[src/rtl/rv_pkg.sv]
// Shared register-file types: widths and the paired writeback result carried through the commit queue.
package rv_pkg;
  localparam int XLEN       = 64;
  localparam int REG_NUM    = 32;
  localparam int REG_ADDR_W = 5;

  typedef struct packed {
    logic                  we0;
    logic [REG_ADDR_W-1:0] rd0;
    logic [XLEN-1:0]       data0;
    logic                  we1;
    logic [REG_ADDR_W-1:0] rd1;
    logic [XLEN-1:0]       data1;
  } wb_pair_t;
endpackage

[src/rtl/wb_pair_fifo.sv]
// In-order queue of writeback pairs with empty-queue bypass: a push into an empty queue pops the same cycle.
// full/empty come straight from the pointer flops; flush drops all entries.
module wb_pair_fifo
  import rv_pkg::*;
#(
  parameter int DEPTH = 4
) (
  input  logic     clk,
  input  logic     reset_n,
  input  logic     flush,
  input  logic     push,
  input  wb_pair_t push_data,
  input  logic     pop,
  output logic     pop_vld,
  output wb_pair_t pop_data,
  output logic     full,
  output logic     empty
);
  localparam int AW = $clog2(DEPTH);

  wb_pair_t      mem [DEPTH];
  logic [AW:0]   wr_ptr;
  logic [AW:0]   rd_ptr;
  logic          bypass;
  logic          store;
  logic          adv_rd;

  assign empty    = (wr_ptr == rd_ptr);
  assign full     = (wr_ptr[AW] != rd_ptr[AW]) && (wr_ptr[AW-1:0] == rd_ptr[AW-1:0]);
  assign bypass   = empty && push;
  assign pop_vld  = pop && (!empty || push);
  assign pop_data = empty ? push_data : mem[rd_ptr[AW-1:0]];
  // A bypassed pair goes straight to the output and never occupies a slot.
  assign store    = push && !full && !(bypass && pop);
  assign adv_rd   = pop && !empty;

  always_ff @(posedge clk) begin
    if (!reset_n || flush) begin
      wr_ptr <= '0;
      rd_ptr <= '0;
    end else begin
      if (store)  wr_ptr <= wr_ptr + 1'b1;
      if (adv_rd) rd_ptr <= rd_ptr + 1'b1;
    end
  end

  always_ff @(posedge clk) begin
    if (store) mem[wr_ptr[AW-1:0]] <= push_data;
  end
endmodule

[src/rtl/reg_writeback.sv]
// Register-file write side: queues execute result pairs, drives both RF write ports one cycle after pop,
// and tracks pending writes for issue. wb_ready_o drops only when the queue is full.
module reg_writeback #(
  parameter int XLEN  = rv_pkg::XLEN,
  parameter int DEPTH = 4
) (
  input  logic            clk,
  input  logic            reset_n,
  input  logic            wb_valid_i,
  output logic            wb_ready_o,
  input  logic            way0_rdWriteEnable_i,
  input  logic [4:0]      way0_rdAddr_i,
  input  logic [XLEN-1:0] way0_rdData_i,
  input  logic            way1_rdWriteEnable_i,
  input  logic [4:0]      way1_rdAddr_i,
  input  logic [XLEN-1:0] way1_rdData_i,
  input  logic            rfWriteHold_i,
  input  logic            flush_i,
  input  logic            way0_reserve_i,
  input  logic [4:0]      way0_resAddr_i,
  input  logic            way1_reserve_i,
  input  logic [4:0]      way1_resAddr_i,
  output logic            way0_rdWriteEnable_o,
  output logic [4:0]      way0_rdAddr_o,
  output logic [XLEN-1:0] way0_rdData_o,
  output logic            way1_rdWriteEnable_o,
  output logic [4:0]      way1_rdAddr_o,
  output logic [XLEN-1:0] way1_rdData_o,
  output logic [31:0]     rdBusy_o,
  output logic            reserveErr_o
);
  import rv_pkg::*;

  wb_pair_t          in_pair;
  wb_pair_t          pd;
  logic              full;
  logic              empty;
  logic              push;
  logic              pop_req;
  logic              pop_vld;
  logic              we0_eff;
  logic              we1_eff;
  logic [REG_NUM-1:0] clr_mask;
  logic [REG_NUM-1:0] set_mask;
  logic [REG_NUM-1:0] busy_q;
  logic              err_q;

  assign in_pair    = '{we0: way0_rdWriteEnable_i, rd0: way0_rdAddr_i, data0: way0_rdData_i,
                        we1: way1_rdWriteEnable_i, rd1: way1_rdAddr_i, data1: way1_rdData_i};
  assign wb_ready_o = !full;
  assign push       = wb_valid_i && !full && !flush_i;
  assign pop_req    = !rfWriteHold_i && !flush_i;

  wb_pair_fifo #(.DEPTH(DEPTH)) u_fifo (
    .clk       (clk),
    .reset_n   (reset_n),
    .flush     (flush_i),
    .push      (push),
    .push_data (in_pair),
    .pop       (pop_req),
    .pop_vld   (pop_vld),
    .pop_data  (pd),
    .full      (full),
    .empty     (empty)
  );

  // x0 is never written; on a same-rd pair the younger way1 wins.
  assign we1_eff = pd.we1 && (pd.rd1 != '0);
  assign we0_eff = pd.we0 && (pd.rd0 != '0) && !(we1_eff && (pd.rd1 == pd.rd0));

  always_comb begin
    clr_mask = '0;
    set_mask = '0;
    if (pop_vld && we0_eff) clr_mask[pd.rd0] = 1'b1;
    if (pop_vld && we1_eff) clr_mask[pd.rd1] = 1'b1;
    if (!flush_i && way0_reserve_i && (way0_resAddr_i != '0)) set_mask[way0_resAddr_i] = 1'b1;
    if (!flush_i && way1_reserve_i && (way1_resAddr_i != '0)) set_mask[way1_resAddr_i] = 1'b1;
  end

  always_ff @(posedge clk) begin
    if (!reset_n) begin
      busy_q               <= '0;
      err_q                <= 1'b0;
      way0_rdWriteEnable_o <= 1'b0;
      way0_rdAddr_o        <= '0;
      way0_rdData_o        <= '0;
      way1_rdWriteEnable_o <= 1'b0;
      way1_rdAddr_o        <= '0;
      way1_rdData_o        <= '0;
    end else begin
      busy_q <= flush_i ? '0 : ((busy_q & ~clr_mask) | set_mask);
      if (|(set_mask & busy_q & ~clr_mask)) err_q <= 1'b1;
      way0_rdWriteEnable_o <= pop_vld && we0_eff;
      way1_rdWriteEnable_o <= pop_vld && we1_eff;
      if (pop_vld) begin
        way0_rdAddr_o <= pd.rd0;
        way0_rdData_o <= pd.data0;
        way1_rdAddr_o <= pd.rd1;
        way1_rdData_o <= pd.data1;
      end
    end
  end

  assign rdBusy_o     = busy_q;
  assign reserveErr_o = err_q;
endmodule

[config.mk]
export PLATFORM = sky130hd
export DESIGN_NAME = reg_writeback
export DESIGN_NICKNAME = d
export VERILOG_FILES = /design/src/rtl/rv_pkg.sv /design/src/rtl/wb_pair_fifo.sv /design/src/rtl/reg_writeback.sv
export SDC_FILE = /design/constraint.sdc
export NUM_CORES = 1
export LEC_CHECK = 0
export ABC_AREA = 1
export CAP_MARGIN = 25
export CORE_MARGIN = 1.5
export CORE_UTILIZATION = 50
export DETAILED_ROUTE_END_ITERATION = 8
export GPL_TIMING_DRIVEN = 0
export HOLD_SLACK_MARGIN = 0.05
export PLACE_DENSITY = 0.73
export SETUP_SLACK_MARGIN = 0.1
export SLEW_MARGIN = 40
export SYNTH_ARGS = -nofsm -noshare
export SYNTH_HDL_FRONTEND = slang
export SYNTH_HIERARCHICAL = 1
export SYNTH_SLANG_ARGS = --single-unit
[constraint.sdc]
create_clock -name clk -period 21.9 [get_ports clk]
set_input_delay 4.38 -clock clk [delete_from_list [all_inputs] [get_ports clk]]
set_output_delay 4.38 -clock clk [all_outputs]
set_load 0.01 [all_outputs]
# == Yosys cells after proc, flatten, opt, wreduce, memory -nomap -nowiden ==
# Memory sizes are Yosys's and may differ from the RTL's. A register that Yosys moved wholly into a read port is not among the register bits.
# Cells that the tools add are included.
# word_totals
ram_bits,560
memories,1
regBits,179
elab_cells,89
input_bits,157
# op_classes
eq_ne,4
mux,17
n_addsub,2
reduce_logical,39
magnitude_cmp,8
bitwise,8
# mem_list
memory,words,word_bits,rd,rd_ports_with_merged_regs,write_ports,line,rtl
u_fifo.mem,4,140,1,1,1,wb_pair_fifo.sv:21,wb_pair_t mem [DEPTH];
# ops
op,n
140-bit 2-to-1 mux,1
32-bit 2-to-1 mux,4
32-bit AND,3
32-bit OR,3
32-bit inverter,1
32-bit OR reduction,1
1-bit logical AND,24
"5-bit by 6-bit < comparator with 1-bit output, second input constant",4
1-bit demux with 5-bit select,4
"5-bit by 1-bit greater-or-equal comparator with 1-bit output, second input constant",4
5-bit nonzero test,4
1-bit zero test,7
"3-bit by 1-bit adder with 3-bit output, second input constant",2
1-bit 2-to-1 mux,6
5-bit == test,1
2-bit 2-to-1 mux,2
3-bit == test,1
2-bit == test,1
1-bit logical OR,2
2-bit OR reduction,1
1-bit != test,1
1-bit inverter,1

# == Logic depth before layout (Yosys ltp) ==
# Gate-level depths: netlist of the first run.
# logic_depth
word_depth,14
depth_mapped,22
ltp_nobuf,19

# == Cells and area by module ==
# The synthesis of the first run kept the hierarchy.
# by_module_without_submodules
module,n_inst,cells_per_inst,area_each_um2
wb_pair_fifo,1,1879,22848.2
reg_writeback,1,1089,7571.0

# == Worst setup path after synthesis of the first run ==
# No wires, ideal clock.
# synth_path
path_type,input-to-reg
from,input port flush_i
to,memory u_fifo/mem[0][0] (netlist bit) (enable)
arrival_time_ns,10.645
n_path_buf,0
path_slack_ns,10.613
cell_stages,6
setup_time_ns,0.642
required_ns,21.258
cell_sequence,nor2_1 > inv_1 > nand3_1 > nand3_1 > nand2_1 > nor2_1
# synth_between
elab_chain_cells,8
word_cells_on_any_way,10
# synth_rtl
element,line,rtl
"start, declared",reg_writeback.sv:18,"input logic flush_i,"
1-bit zero test (*),"reg_writeback.sv:51, reg_writeback.sv:52",
1-bit logical AND,reg_writeback.sv:51,assign push = wb_valid_i && !full && !flush_i;
1-bit logical AND,wb_pair_fifo.sv:30,assign bypass = empty && push;
1-bit logical AND,wb_pair_fifo.sv:34,assign store = push && !full && !(bypass && pop);
1-bit zero test,wb_pair_fifo.sv:34,
1-bit logical AND (*),wb_pair_fifo.sv:34,
1-bit 2-to-1 mux (*),wb_pair_fifo.sv:48,if (store) mem[wr_ptr[AW-1:0]] <= push_data;
1-bit 2-to-1 mux (implied by the code) (*),wb_pair_fifo.sv:48,
"end, declared",wb_pair_fifo.sv:21,
# Every way passes the cells marked *; elsewhere a longest branch is shown, timed or not.

==> out/results.tsv, run 1 <==
stage	metric	value	unit
layout	fin_area	38200	um^2
grt	grt_usage	29.1	%
clock_tree	clk_pin_slew	0.06	ns
clock_tree	cts_resized	0	
timing	final-setup-viol-count	0	
clock_tree	hold_buffers	0	
pwr	leakage	13.8	nW
grt	grt_pass1_vias	23800	
timing	layout_min_cycle_time	6.64	ns
placed_design	dp_cells	4120	
critical_path	crit_path_start_kind	primary input	
clock_tree	clock_path_buffers	3	
logic_synthesis	avgSynthCellArea	10.3	um^2
placed_design	gp_congestion	0.956	
logic_synthesis	syn_nets	3129	
grt	overflow	0	
status	status	completed	
timing	fin_skew	0.0175	ns
die	row_count	90	
critical_path	cp_cell_sequence	clkdlybuf4s50_1, nor2_1, a31oi_1, inv_2, nand3_2, nand2_4, nor2_4, buf_4, a21boi_1, nand3_1, nand2_1, nor2_1, nand2_1, nor2_2, a21oi_2	
critical_path	crit_arrival	7.15	ns
critical_path	crit_type	primary input to flop	
clock_tree	cts_sinks	741	
grt	grt_max_degree	19	
clock_tree	cts-buffers-inserted	75	
placed_design	place_area	35600	um^2
min_path	min_path_type	flop to flop	
placed_design	place_ws	14.65	ns
die	io-pin-count	331	
die	die_area	62300	um^2
timing	fin_crit_sh	30.3	%
grt	grt_pass1_wl	139	mm
critical_path	critPathRequiredTime	22.41	ns
timing	hold_viol	0	
detailed_routing	via_per_inst	5.73	
pwr	p_per_area	80.4	nW/um^2
timing	achievable-frequency	0.151	GHz
critical_path	critPathSlowestCell	a31oi_1	
timing	fin_setup_tns	0	ns
timing	setup_ws	15.26	ns
clock_tree	htreeDepth	3	
pwr	peakVddDrop	0.0654	mV
die	core_area	60200	um^2
detailed_routing	routedWlPerCell	21.6	um
logic_synthesis	synthesis.instances	2967	
layout	synthToLayoutAreaGrowth	25.7	%
timing	max-slew-margin-rel	41.6	%
detailed_routing	drt_wl_total	92.3	mm
clock_tree	cts_tree	done	
placed_design	port_buffers	330	
clock_tree	clk_latency	0.62	ns
logic_synthesis	synth_warnings	6	
logic_synthesis	synth_area	30400	um^2
critical_path	cpPeakStageDelay	0.65	ns
detailed_routing	drt_iter0_markers	2402	
timing	maxSlewViolCount	0	
detailed_routing	drcViolationCount	0	
detailed_routing	first_pass_iters	6	
timing	grt_setup_unrepaired	no	
clock_tree	cts-root-buf	clkbuf_16	
layout	final_cells	4270	
clock_tree	cts_setup_buffers	0	
flow_run	max-cap-violations	0	
die	start_util	50.5	%
detailed_routing	ant_nets	0	
critical_path	endpoint_kind	flop	
grt	antenna_found_initial	17	
placed_design	dp_hpwl	62.2	mm
timing	worstMarginPinSlew	0.872	ns
layout	nets	3577	
die	die_y	250	um
detailed_routing	routed-via-count	24500	
die	die_x	250	um
critical_path	crit_path_max_fanout	10	
layout	drive_gt1_share	8.26	%
-- where the power goes --
group | switching [W] | leakage [nW] | internal, W
clock | 0.000542 | 1.25 | 0.000773
combinational | 0.000126 | 5.97 | 0.0000853
sequential | 0.0000116 | 6.54 | 0.00154
total | 0.000680 | 13.8 | 0.00239
-- layout make-up --
| type | instances | area, um^2 |
|---|---|---|
| Clock inverter | 27 | 274 |
| Timing Repair Buffer | 371 | 4210 |
| Tap cell | 782 | 978 |
| Buffer | 182 | 910 |
| Sequential cell | 741 | 20400 |
| Multi-Input combinational cell | 1983 | 8880 |
| Clock buffer | 111 | 2280 |
| Fill cell | 4634 | 22000 |
| Inverter | 61 | 229 |
| Antenna cell | 12 | 30.0 |
-- layout by cell type (no fill, tap or decap), types with 4 or more instances in the layout --
cell	count
nor2_1	1083
edfxtp_1	560
o21ai_0	396
clkdlybuf4s50_1	330
dfxtp_1	181
a31oi_1	138
nand2_1	103
clkbuf_1	102
nand3_1	89
clkbuf_16	81
buf_2	58
inv_1	52
a21oi_1	45
o21ai_1	45
buf_4	28
a21boi_1	26
buf_16	23
buf_8	18
clkbuf_8	14
diode_2	12
nor3_1	10
clkinv_2	10
inv_2	9
buf_6	6
nor3_2	6
xor2_1	5
nor2_4	5
a21boi_0	5
clkinv_1	5
ha_1	5
nor2_2	4
o22ai_1	4
bufinv_16	4
-- registers in the layout, indices dropped and copies added (netlist names), named ones only --
register,flops
way1_rdData_o,64
way0_rdWriteEnable_o,1
u_fifo/mem,560
way1_rdAddr_o,5
rdBusy_o,32
u_fifo/rd_ptr,3
way0_rdAddr_o,5
u_fifo/wr_ptr,3
reserveErr_o,1
way0_rdData_o,64
way1_rdWriteEnable_o,1
-- metrics by stage --
step / power (W) / utilization (%) / hold WS, ns
4_1_cts: 0.00309 / 63.4 / 0.428
3_3_place_gp: 0.00178 / 57.6 / 0.418
3_5_place_dp: 0.00178 / 59.1 / 0.419
2_1_floorplan: 0.00167 / - / 0.453
5_1_grt: 0.00316 / 63.4 / 0.440
6_report: 0.00307 / 63.5 / 0.424
-- critical path: cells and delay by family --
family,cells,cell delay (ns)
buf+inv,3,0.97
simple gates,9,0.99
compound gates,3,0.82
-- routing by layer --
metal | GRT usage (%) | up-vias | part of all wire [%]
li1 | - | 11200 | -
met5 | 0 | - | 0.17
met3 | 6.24 | 205 | 9.4
met2 | 47.4 | 1233 | 48
met4 | 11.6 | 22 | 3.4
met1 | 38.2 | 11800 | 39
-- path summary, 6_finish.rpt --
path                          from            to  slack, ns  cells past startpoint
setup / recovery  way1_rdAddr_i[2]  reserveErr_o      15.26                     15
setup reg to reg              flop  reserveErr_o      17.85                     17
hold / removal         rdBusy_o[0]   rdBusy_o[0]       0.42                      2
hold reg to reg        rdBusy_o[0]   rdBusy_o[0]       0.42                      2
(Power assumes the default switching activity.)
==> inputs of run 2 (changes only) <==
--- a/config.mk
+++ b/config.mk
@@ -12,7 +12,7 @@
 export DETAILED_ROUTE_END_ITERATION = 8
 export GPL_TIMING_DRIVEN = 0
 export HOLD_SLACK_MARGIN = 0.05
-export PLACE_DENSITY = 0.73
+export PLACE_DENSITY = 0.76
 export SETUP_SLACK_MARGIN = 0.1
 export SLEW_MARGIN = 40
 export SYNTH_ARGS = -nofsm -noshare
==> constraint.sdc (replaced) <==
create_clock -name clk -period 5.3 [get_ports clk]
set_input_delay 1.06 -clock clk [delete_from_list [all_inputs] [get_ports clk]]
set_output_delay 1.06 -clock clk [all_outputs]
set_load 0.01 [all_outputs]
==> run 2 against run 1 <==
Global-route usage fell by 0.90 points. Cell area fell by 0.54%. Setup slack got worse by 14 ns. Cell count barely moved. Clock-buffer cell count fell by 3. Sequential share of layout area rose by 0.29 points. Core utilization fell by 0.34 points. Critical path type is now flop to flop. Highest routed layer unchanged.
==> out/results.tsv, run 2 (synthesis gave the netlist of run 1 again) <==
stage	metric	value	unit	change
status	status	completed		
timing	fin_skew	0.0225	ns	+0.00494 ns
detailed_routing	routedWlPerCell	21.0	um	-2.7%
layout	nets	3574		-0.084%
critical_path	critPathSlowestCell	a31oi_1		
die	die_y	250	um	unchanged
die	start_util	50.5	%	unchanged
detailed_routing	met2_length	41.4	mm	-6.7%
clock_tree	hold_buffers	0		unchanged
pwr	leakage	13.7	nW	-0.75%
layout	utilization	63.1	%	-0.34 points
die	row_count	90		unchanged
grt	grt_max_degree	18		-1
layout	final_common_cell	nor2_1		
critical_path	cp_cell_sequence	inv_2, buf_2, clkbuf_1, o21ai_1, a31oi_1, inv_1, nor3_1, inv_1, nor2_1, nand3_1, nand3_1, nand2_1, nor2_1, nand2_1, nor2_2, a21oi_2		
critical_path	endpoint_kind	flop		
timing	grt_setup_unrepaired	no		
layout	fin_area	38000	um^2	-0.54%
layout	final_cell_mix	nor2_1 (1083), edfxtp_1 (560), o21ai_0 (396)		
clock_tree	cts_resized	0		unchanged
detailed_routing	drt_iter0_markers	2551		+6.2%
detailed_routing	first_pass_iters	6		unchanged
placed_design	port_buffers	330		unchanged
die	die_area	62300	um^2	unchanged
critical_path	crit_path_max_fanout	10		unchanged
detailed_routing	wl_met1	35.4	mm	-1.7%
critical_path	crit_arrival	4.70	ns	-2.45 ns
detailed_routing	drcViolationCount	0		unchanged
clock_tree	cts-buffers-inserted	77		+2.7%
timing	layout_min_cycle_time	4.19	ns	
min_path	min_path_type	flop to flop		
timing	worstMarginPinSlew	0.872	ns	+0.000240 ns
layout	largest_register_ffs	560		unchanged
placed_design	dp_hpwl	60.0	mm	-3.6%
die	io-pin-count	331		unchanged
placed_design	gp_congestion	1.00		+4.8%
clock_tree	htreeDepth	3		unchanged
pwr	peakVddDrop	0.305	mV	+370%
timing	achievable-frequency	0.239	GHz	
layout	drive_gt1_share	7.91	%	-0.35 points
detailed_routing	ant_nets	0		unchanged
detailed_routing	via_per_inst	5.68		-0.90%
clock_tree	cts_sinks	741		unchanged
die	die_x	250	um	unchanged
timing	hold_viol	0		unchanged
critical_path	rrSetupSlack	1.11	ns	-16.74 ns
detailed_routing	routed-via-count	24200		-0.99%
clock_tree	cts_tree	done		
critical_path	cpPeakStageDelay	0.73	ns	+0.08 ns
critical_path	crit_path_start_kind	flop		
timing	final-setup-viol-count	0		unchanged
timing	max-slew-margin-rel	41.6	%	about the same
clock_tree	cts_setup_buffers	0		unchanged
flow_run	max-cap-violations	0		unchanged
detailed_routing	routed.top_layer	met5		
detailed_routing	drt_wl_total	89.7	mm	-2.8%
detailed_routing	route.met3.wl	9.26	mm	+6.3%
timing	fin_crit_sh	79.1	%	
critical_path	reg2regPathDepth	16		-1
clock_tree	clk_latency	0.63	ns	about the same
die	core_area	60200	um^2	unchanged
layout	final_cells	4266		-0.094%
grt	overflow	0		unchanged
clock_tree	clock_path_buffers	3		unchanged
critical_path	crit_type	flop to flop		
clock_tree	cts-root-buf	clkbuf_16		
grt	grt_pass1_wl	135	mm	-3.5%
critical_path	critPathRequiredTime	5.81	ns	-16.60 ns
timing	maxSlewViolCount	0		unchanged
min_path	holdPathStages	2		unchanged
grt	grt_pass1_vias	23100		-3.1%
grt	antenna_found_initial	14		-3
clock_tree	clk_pin_slew	0.06	ns	about the same
grt	grt_usage	28.2	%	-0.90 points
pwr	p_per_area	330	nW/um^2	+310%
placed_design	place_area	35500	um^2	-0.28%
layout	synthToLayoutAreaGrowth	25.0	%	
placed_design	dp_cells	4115		-0.12%
[run 2: cell types whose count changed in the layout (fill, tap and decap cells not counted), moves of 2 or more]
cell	previous run	this run
clkbuf_1	102	111
a31oi_2	2	0
clkinv_2	10	12
buf_16	23	21
buf_8	18	15
a31oi_1	138	140
clkbuf_8	14	4
clkbuf_16	81	79
diode_2	12	8
[run 2: final cells by class]
class / count / area, um^2
Antenna cell: 8 / 20.0
Buffer: 182 / 910
Clock buffer: 108 / 2130
Clock inverter: 35 / 344
Fill cell: 4570 / 22200
Inverter: 61 / 229
Multi-Input combinational cell: 1983 / 8870
Sequential cell: 741 / 20400
Tap cell: 782 / 978
Timing Repair Buffer: 366 / 4110
[run 2: report_power, final]
part           switching (W)  internal, W  leakage, nW
Combinational       0.000518     0.000346         5.92
Sequential         0.0000455      0.00635         6.54
Clock                0.00223      0.00306         1.20
Total                0.00280      0.00976         13.7
[run 2: metrics by stage]
| step | setup TNS [ns] | total power [W] | hold WS, ns | worst slack, ns |
|---|---|---|---|---|
| finish | 0 | 0.0126 | 0.442 | 1.11 |
| global route | 0 | 0.0129 | 0.474 | 0.989 |
| CTS | 0 | 0.0126 | 0.454 | 1.28 |
| detailed placement | 0 | 0.00736 | 0.443 | 1.29 |
| global placement | -2137.75 | 0.00733 | 0.421 | -3.92 |
| floorplan | -192.61 | 0.00689 | 0.453 | -0.344 |
[run 2: worst max-delay path, delay by kind of cell (launching register included)]
kind	cells	cell delay, ns
AO/OA/AOI/OAI	3	0.93
buffers and inverters	5	1.71
flip-flops	1	0.32
AND/OR/NAND/NOR	8	1.09
[run 2: per-layer routing]
| layer | track usage, % | up-vias |
|---|---|---|
| met2 | 44.5 | 1282 |
| met5 | 0 | - |
| met1 | 37.3 | 11500 |
| met4 | 12.9 | 18 |
| li1 | - | 11200 |
| met3 | 6.58 | 224 |
[run 2: final timing paths]
path / end / startpoint
worst max-delay path: reserveErr_o / flop
worst min-delay path: rdBusy_o[0] / rdBusy_o[0]
worst max register to register: reserveErr_o / flop
worst min register to register: rdBusy_o[0] / rdBusy_o[0]
